===== config.mk =====
export PLATFORM = sky130hd
export DESIGN_NAME = linear_layer_start_token_fifo
export DESIGN_NICKNAME = d
export VERILOG_FILES = /design/src/rtl/linear_layer_fifo_pkg.sv /design/src/rtl/linear_layer_token_srl.sv /design/src/rtl/linear_layer_start_token_fifo.sv
export SDC_FILE = /design/constraint.sdc
export NUM_CORES = 1
export LEC_CHECK = 0
export BUFFER_PORTS_ARGS = -buffer_cell sky130_fd_sc_hd__buf_2
export CAP_MARGIN = 15
export CORE_AREA = 8 8 45 47
export DETAILED_ROUTE_END_ITERATION = 16
export DIE_AREA = 0 0 53 55
export GPL_TIMING_DRIVEN = 1
export PLACE_DENSITY = 0.54
export SYNTH_ARGS = -nofsm -noshare
export SYNTH_HDL_FRONTEND = slang
export SYNTH_SLANG_ARGS = --single-unit

===== constraint.sdc =====
create_clock -name clk -period 1.3 [get_ports clk]
set_input_delay 0.195 -clock clk [delete_from_list [all_inputs] [get_ports clk]]
set_output_delay 0.195 -clock clk [all_outputs]
set_load 0.03 [all_outputs]

===== src/rtl/linear_layer_fifo_pkg.sv =====
// Shared definitions for the linear-layer dataflow FIFOs: default start-FIFO
// geometry, the occupancy type and a constant-foldable clog2 helper.
package linear_layer_fifo_pkg;

  localparam int unsigned START_FIFO_DATA_WIDTH = 1;
  localparam int unsigned START_FIFO_ADDR_WIDTH = 1;
  localparam int unsigned START_FIFO_DEPTH      = 2;

  // Occupancy is one bit wider than the address so a completely full FIFO is representable.
  typedef logic [START_FIFO_ADDR_WIDTH:0] cnt_t;

  function automatic int unsigned clog2(input int unsigned value);
    int unsigned result;
    result = 0;
    while ((64'd1 << result) < 64'(value)) result++;
    return result;
  endfunction

endpackage


===== src/rtl/linear_layer_token_srl.sv =====
// Enable-gated shift-register storage with a combinational read port.
// Deliberately reset-free so it maps onto SRL primitives.
module linear_layer_token_srl #(
  parameter int DATA_WIDTH = 1,
  parameter int ADDR_WIDTH = 1,
  parameter int DEPTH      = 2
) (
  input  logic                  clk,
  input  logic                  we,
  input  logic [ADDR_WIDTH-1:0] addr,
  input  logic [DATA_WIDTH-1:0] din,
  output logic [DATA_WIDTH-1:0] dout
);

  logic [DATA_WIDTH-1:0] mem [DEPTH];

  always_ff @(posedge clk) begin
    if (we) begin
      for (int i = DEPTH - 1; i > 0; i--) begin
        mem[i] <= mem[i-1];
      end
      mem[0] <= din;
    end
  end

  assign dout = mem[addr];

endmodule


===== src/rtl/linear_layer_start_token_fifo.sv =====
// Start-token FIFO controller: occupancy, registered full/empty flags and the
// read address into the shift-register storage (oldest entry at count-1).
module linear_layer_start_token_fifo
  import linear_layer_fifo_pkg::*;
#(
  parameter int DATA_WIDTH = START_FIFO_DATA_WIDTH,
  parameter int ADDR_WIDTH = START_FIFO_ADDR_WIDTH,
  parameter int DEPTH      = START_FIFO_DEPTH
) (
  input  logic                  clk,
  input  logic                  reset_n,
  input  logic                  if_write_ce,
  input  logic                  if_write,
  input  logic [DATA_WIDTH-1:0] if_din,
  output logic                  if_full_n,
  input  logic                  if_read_ce,
  input  logic                  if_read,
  output logic [DATA_WIDTH-1:0] if_dout,
  output logic                  if_empty_n,
  output logic [ADDR_WIDTH:0]   if_num_data_valid,
  output logic [ADDR_WIDTH:0]   if_fifo_cap
);

  localparam logic [ADDR_WIDTH:0] CNT_ONE   = (ADDR_WIDTH+1)'(1);
  localparam logic [ADDR_WIDTH:0] CNT_DEPTH = (ADDR_WIDTH+1)'(DEPTH);

  logic [ADDR_WIDTH:0]   count_q, count_d;
  logic                  full_n_q, empty_n_q;
  logic                  wr_acc, rd_acc;
  logic [ADDR_WIDTH-1:0] raddr;

  assign wr_acc = if_write & if_write_ce & full_n_q;
  assign rd_acc = if_read  & if_read_ce  & empty_n_q;

  always_comb begin
    count_d = count_q;
    if (wr_acc && !rd_acc) begin
      count_d = count_q + CNT_ONE;
    end else if (rd_acc && !wr_acc) begin
      count_d = count_q - CNT_ONE;
    end
  end

  // At count == DEPTH == 2**ADDR_WIDTH the low bits wrap to zero, so subtracting one still lands on DEPTH-1.
  always_comb begin
    raddr = '0;
    if (count_q != '0) begin
      raddr = count_q[ADDR_WIDTH-1:0] - ADDR_WIDTH'(1);
    end
  end

  always_ff @(posedge clk or negedge reset_n) begin
    if (!reset_n) begin
      count_q   <= '0;
      empty_n_q <= 1'b0;
      full_n_q  <= 1'b1;
    end else begin
      count_q   <= count_d;
      empty_n_q <= (count_d != '0);
      full_n_q  <= (count_d != CNT_DEPTH);
    end
  end

  linear_layer_token_srl #(
    .DATA_WIDTH (DATA_WIDTH),
    .ADDR_WIDTH (ADDR_WIDTH),
    .DEPTH      (DEPTH)
  ) u_storage (
    .clk  (clk),
    .we   (wr_acc),
    .addr (raddr),
    .din  (if_din),
    .dout (if_dout)
  );

  assign if_full_n         = full_n_q;
  assign if_empty_n        = empty_n_q;
  assign if_num_data_valid = count_q;
  assign if_fifo_cap       = CNT_DEPTH;

endmodule


# After elaboration in Yosys (flattened, before gate mapping)
# Memory sizes are Yosys's and may differ from the RTL's.
# Cells that the tools add are included.
[totals]
latchBits = 0
ff_bits = 4
mem_bits_ro = 0
mem_bits_rw = 2
n_memories = 1
[op_classes]
n_bitwise = 4
reduce_logical = 6
n_div = 0
addsub = 3
n_eq_ne = 1
shift = 0
n_mux = 5
order_cmp = 0
n_mul = 0
[mem_list]
columns = ["memory", "depth", "word_bits", "rd", "rd_ports_with_merged_regs", "write_ports", "line_no", "source"]
rows = [
  ["u_storage.mem", 2, 1, 2, 0, 2, "linear_layer_token_srl.sv:15", "logic [DATA_WIDTH-1:0] mem [DEPTH];"],
]
[ops]
columns = ["cell", "count"]
rows = [
  ["$and A1 B1 Y1", 4],
  ["$mux W2", 2],
  ["$reduce_bool A2 Y1", 2],
  ["$mux W1", 3],
  ["$add A2 B1 Y2 const B", 1],
  ["$logic_and A1 B1 Y1", 2],
  ["$logic_not A1 Y1", 2],
  ["$ne A2 B2 Y1 const B", 1],
  ["$sub A2 B1 Y2 const B", 1],
  ["$sub A1 B1 Y1 const B", 1],
]

# Logic depth before layout (Yosys ltp)
[logic_depth]
ltp_word = 7
mapped_depth = 5
mapped_depth_nobuf = 5

# Modules after synthesis
# Synthesis repeated with hierarchy kept, for this count alone.
[unflattened]
hier_cells = 32
hier_area_um2 = 344.1
[by_module_without_submodules]
columns = ["mod", "seq_area_each_um2", "cells_per_inst", "area_each_um2", "n_inst"]
rows = [
  ["linear_layer_start_token_fifo", 101.3, 29, 269.0, 1],
  ["linear_layer_token_srl", 60.1, 3, 75.1, 1],
]

# Least setup slack after synthesis
# No wires, ideal clock.
[synth_timing]
path_kind = "register -> register"
startpoint = "register count_q[0], in the netlist if_num_data_valid[0]"
endpoint = "register empty_n_q, in the netlist if_empty_n"
arrival_ps = 1330
stages_incl_launch_ff = 6
setup_time_ps = 123
path_buffers = 0
period_less_slack_ps = 1453
path_slack_ps = -153
cell_sequence = "dfrtp_1 > inv_1 > ha_1 > nand2b_1 > o22ai_1 > a21oi_1"
[synth_between]
elab_chain_cells = 4
word_cells_on_any_way = 5
cone_classes = "add/sub: 2; mux: 2; reduce/logical: 1"
[synth_rtl]
columns = ["item", "line_no", "source"]
rows = [
  ["start: declaration", "linear_layer_start_token_fifo.sv:27", "logic [ADDR_WIDTH:0] count_q, count_d;"],
  ["start signal: assignment", "linear_layer_start_token_fifo.sv:58", "count_q <= count_d;"],
  ["$sub A2 B1 Y2", "linear_layer_start_token_fifo.sv:40", "count_d = count_q - CNT_ONE;"],
  ["$mux W2", "linear_layer_start_token_fifo.sv:39", "end else if (rd_acc && !wr_acc) begin"],
  ["$mux W2 (*)", "linear_layer_start_token_fifo.sv:37", "if (wr_acc && !rd_acc) begin"],
  ["$reduce_bool A2 Y1 (*)", "linear_layer_start_token_fifo.sv:59", "empty_n_q <= (count_d != '0);"],
  ["end signal: assignment", "linear_layer_start_token_fifo.sv:59", ""],
  ["end: declaration", "linear_layer_start_token_fifo.sv:28", "logic full_n_q, empty_n_q;"],
]
# Every way passes the cells marked *; elsewhere a longest branch is shown, timed or not.

# Worst setup path in the final report
[layout_timing]
startpoint = "register count_q[0], in the netlist if_num_data_valid[0]"
endpoint = "output port if_dout"
[layout_between]
elab_chain_cells = 3
word_cells_on_any_way = 4
cone_classes = "add/sub: 1; mux: 1; reduce/logical: 1; memory: 1"
[layout_rtl]
columns = ["item", "line_no", "source"]
rows = [
  ["$sub A1 B1 Y1 or $reduce_bool A2 Y1 (tied branches)", "linear_layer_start_token_fifo.sv:48, linear_layer_start_token_fifo.sv:47", ""],
  ["$mux W1 (*)", "linear_layer_start_token_fifo.sv:47", "if (count_q != '0) begin"],
  ["$mem_v2 Z2 W1 (*)", "--", ""],
  ["end: declaration", "linear_layer_start_token_fifo.sv:18", "output logic [DATA_WIDTH-1:0] if_dout,"],
]
# Marked as above.

==> impl_metrics.env <==
export IMPL_yosysSeqAreaShare_pct=47.43
export IMPL_ant_nets=0
export IMPL_arrival_ps=1260
export IMPL_cts_tree="done"
export IMPL_hold_viol_final=0
export IMPL_synthDominantCellAreaShare_pct=22.06
export IMPL_yosys_register_bits=6
export IMPL_critPathMaxStageDelay_ps=400
export IMPL_fin_nets=59
export IMPL_core_um2=1384
export IMPL_grt_first_pass_wirelength_um=1090
export IMPL_status="finished, violations left"
export IMPL_via_count=294
export IMPL_grt_antenna_before_repair=0
export IMPL_worstSetupEndpointType="output pin"
export IMPL_hold_class="input port to register"
export IMPL_start_util_pct=24.59
export IMPL_slew_viol_final=0
export IMPL_synth_main_ff_cell="dfrtp_1"
export IMPL_synth_most_common_cell="dfrtp_1"
export IMPL_post_dp_cell_area_um2=417.9
export IMPL_dieWidth_um=53
export IMPL_holdCritStartpoint="if_din"
export IMPL_regToRegSetupSlack_ps=90
export IMPL_ir_drop_mv=0.4674
export IMPL_path_cells="inv_2 -> ha_4 -> mux2_4 -> buf_6"
export IMPL_n_antenna_cell=0
export IMPL_p_per_area_nw_per_um2=2368
export IMPL_required_ps=1110
export IMPL_fin_area_um2=493.0
export IMPL_period_share_pct=111.8
export IMPL_layout_area_seq_um2=163.9
export IMPL_drtIter0Drc=5
export IMPL_worstSetupStartpointType="register"
export IMPL_area_delta_synth_final_pct=44.85
export IMPL_grt_setup_unrepaired="yes"
export IMPL_fillers=152
export IMPL_dp_hpwl_um=573.9
export IMPL_synth_enable_flop_cells=2
export IMPL_ys_top_cells_by_area="dfrtp_1, edfxtp_1, dfstp_2"
export IMPL_reg2reg_depth=4
export IMPL_cts_root_buf="clkbuf_4"
export IMPL_grt_ovfl_total=0
export IMPL_critPathSlowestCell="dfrtp_2"
export IMPL_grt_max_degree=6
export IMPL_drcViolationCount=0
export IMPL_wire_per_inst_um=10.86
export IMPL_place_gp_congestion=0.7201
export IMPL_die_area_um2=2915
export IMPL_worstReg2RegEnd="if_num_data_valid[1]"
export IMPL_cts_sinks=6
export IMPL_clk_pin_slew_ps=50
export IMPL_violations="setup timing"
export IMPL_whs_path_depth=1
export IMPL_drv_cap=0
export IMPL_ys_types=23
export IMPL_netlist_top_cell_by_area="dfrtp_1"
export IMPL_cts_max_level=1
export IMPL_r2r_start="if_full_n"
export IMPL_finalSetupViolCount=1
export IMPL_worstSkewPairLatency_ps=240
export IMPL_port_buffers=11
export IMPL_crit_type="register to output pin"
export IMPL_ios=14
export IMPL_die_h_um=55
export IMPL_fmax_ghz=0.6880
export IMPL_multiInputGateArea_um2=170.2
export IMPL_finalWirelength_um=717
export IMPL_grt_pass1_vias=260
export IMPL_dr_pass1_iters=4
export IMPL_synthArstFlopShare_pct=66.67
export IMPL_vias_per_cell=4.455
export IMPL_grtUsageTotal_pct=5.275
export IMPL_cts_buffers_inserted=3
export IMPL_total_leakage_power_nw=0.2132
export IMPL_drive_above_1_share_pct=58.00
export IMPL_num_rows=14
export IMPL_min_to="u_storage.mem[0]"
export IMPL_synth_area_per_cell_um2=10.64
export IMPL_cts_buffer_depth=2
export IMPL_syn_nets=40
export IMPL_cp_max_fo=2
export IMPL_synth_area_um2=340.3
export IMPL_syn_inst=32
export IMPL_yosysWarnings=0
export IMPL_layout_min_cycle_time_ps=1453
export IMPL_fin_ws_ps=-153.5
export IMPL_dp_slack_ps=-32.31
export IMPL_fin_skew_ps=4.707
[cell usage in the layout (no fill, tap or decap)]
master	instances
a21oi_1	1
a31oi_1	1
and2_4	1
and3_4	1
buf_2	10
buf_4	5
buf_6	1
clkbuf_1	1
clkbuf_4	3
conb_1	2
dfrtp_1	1
dfrtp_2	2
dfstp_2	1
dlygate4sd3_1	1
edfxtp_1	2
ha_4	1
inv_2	1
mux2_4	1
nand2_1	2
nand2b_1	1
nand3_1	1
nor2_1	2
nor2_4	2
o211ai_1	1
o22ai_1	2
o31ai_1	1
or2_1	1
xnor2_1	1
[power breakdown]
part | switching (mW) | internal [mW]
combinational | 0.367 | 0.310
sequential | 0.0355 | 0.272
clock | 0.0666 | 0.116
total | 0.469 | 0.698
[final cells by class]
cell class / instances / share of cell area [%]
multi-input combinational: 22 / 34.52
inverter: 1 / 0.7614
clock buffer: 4 / 5.330
tap: 16 / 4.061
sequential: 6 / 33.25
timing repair buffer: 17 / 22.08
[worst max-delay path: cells and delay by family (launching register included)]
| kind | cells | cell delay [ps] |
|---|---|---|
| DFF | 1 | 400 |
| buffers and inverters | 2 | 220 |
| muxes | 1 | 290 |
| adders and majority gates | 1 | 120 |
[layer usage]
metal	part of all wire [%]	wire length [µm]	vias up	global-route usage [%]
li1	-	-	142	-
met1	42	302	138	5.556
met2	45	321	14	7.813
met3	13	93	0	1.337
met4	0	0	0	6.466
met5	0	0	-	0
[logic make-up after synthesis]
logic type,after synthesis,synth area share (%)
and+or+nand+nor,11,20.59
AOI/OAI and AO/OA,6,11.40
DFF,6,47.43
buffers and inverters,4,8.821
other,2,2.207
adders and majority gates,1,3.676
xor gates and xnor gates,1,2.574
muxes,1,3.309
[worst max-delay path by stage]
| stage | start | endpoint | slack [ps] | cells past startpoint |
|---|---|---|---|---|
| final | if_num_data_valid[0] | if_dout | -150 | 4 |
| after global routing | if_num_data_valid[0] | if_dout | -220 | 4 |
| after CTS | if_num_data_valid[0] | if_dout | -180 | 4 |
| after detailed placement | if_full_n | if_num_data_valid[1] | -30 | 4 |
| after global placement | if_full_n | if_num_data_valid[1] | -30 | 4 |
| after floorplan | if_full_n | if_num_data_valid[1] | -50 | 5 |
[per-stage QoR]
| stage | utilization, % | std cells | total power [mW] | setup TNS [ps] | hold slack [ps] |
|---|---|---|---|---|---|
| 2_1_floorplan | - | 32 | 0.7222 | -88.19 | -100.6 |
| 3_3_place_gp | 30.20 | 59 | 0.8760 | -26.28 | 4.461 |
| 3_5_place_dp | 30.20 | 59 | 0.8840 | -35.94 | 3.066 |
| 4_1_cts | 34.81 | 65 | 1.156 | -176.0 | 115.0 |
| 5_1_grt | 35.62 | 66 | 1.256 | -229.5 | 105.9 |
| 6_report | 35.62 | 66 | 1.167 | -153.5 | 127.2 |
[flip-flops by register name (all words and copies together), names as in the netlist]
register and flops:
u_storage.mem 2, if_empty_n 1, if_num_data_valid 2, if_full_n 1
[what timing repair did]
item | CTS | global route
setup endpoints to repair | 5 | 3
hold endpoints to repair | 4 | 0
pin swaps | 1 | 0
hold buffers | 1 | 0
setup buffers | 1 | 1
resized for setup | 5 | 1
Note: power is estimated with default switching activity, not from simulation.
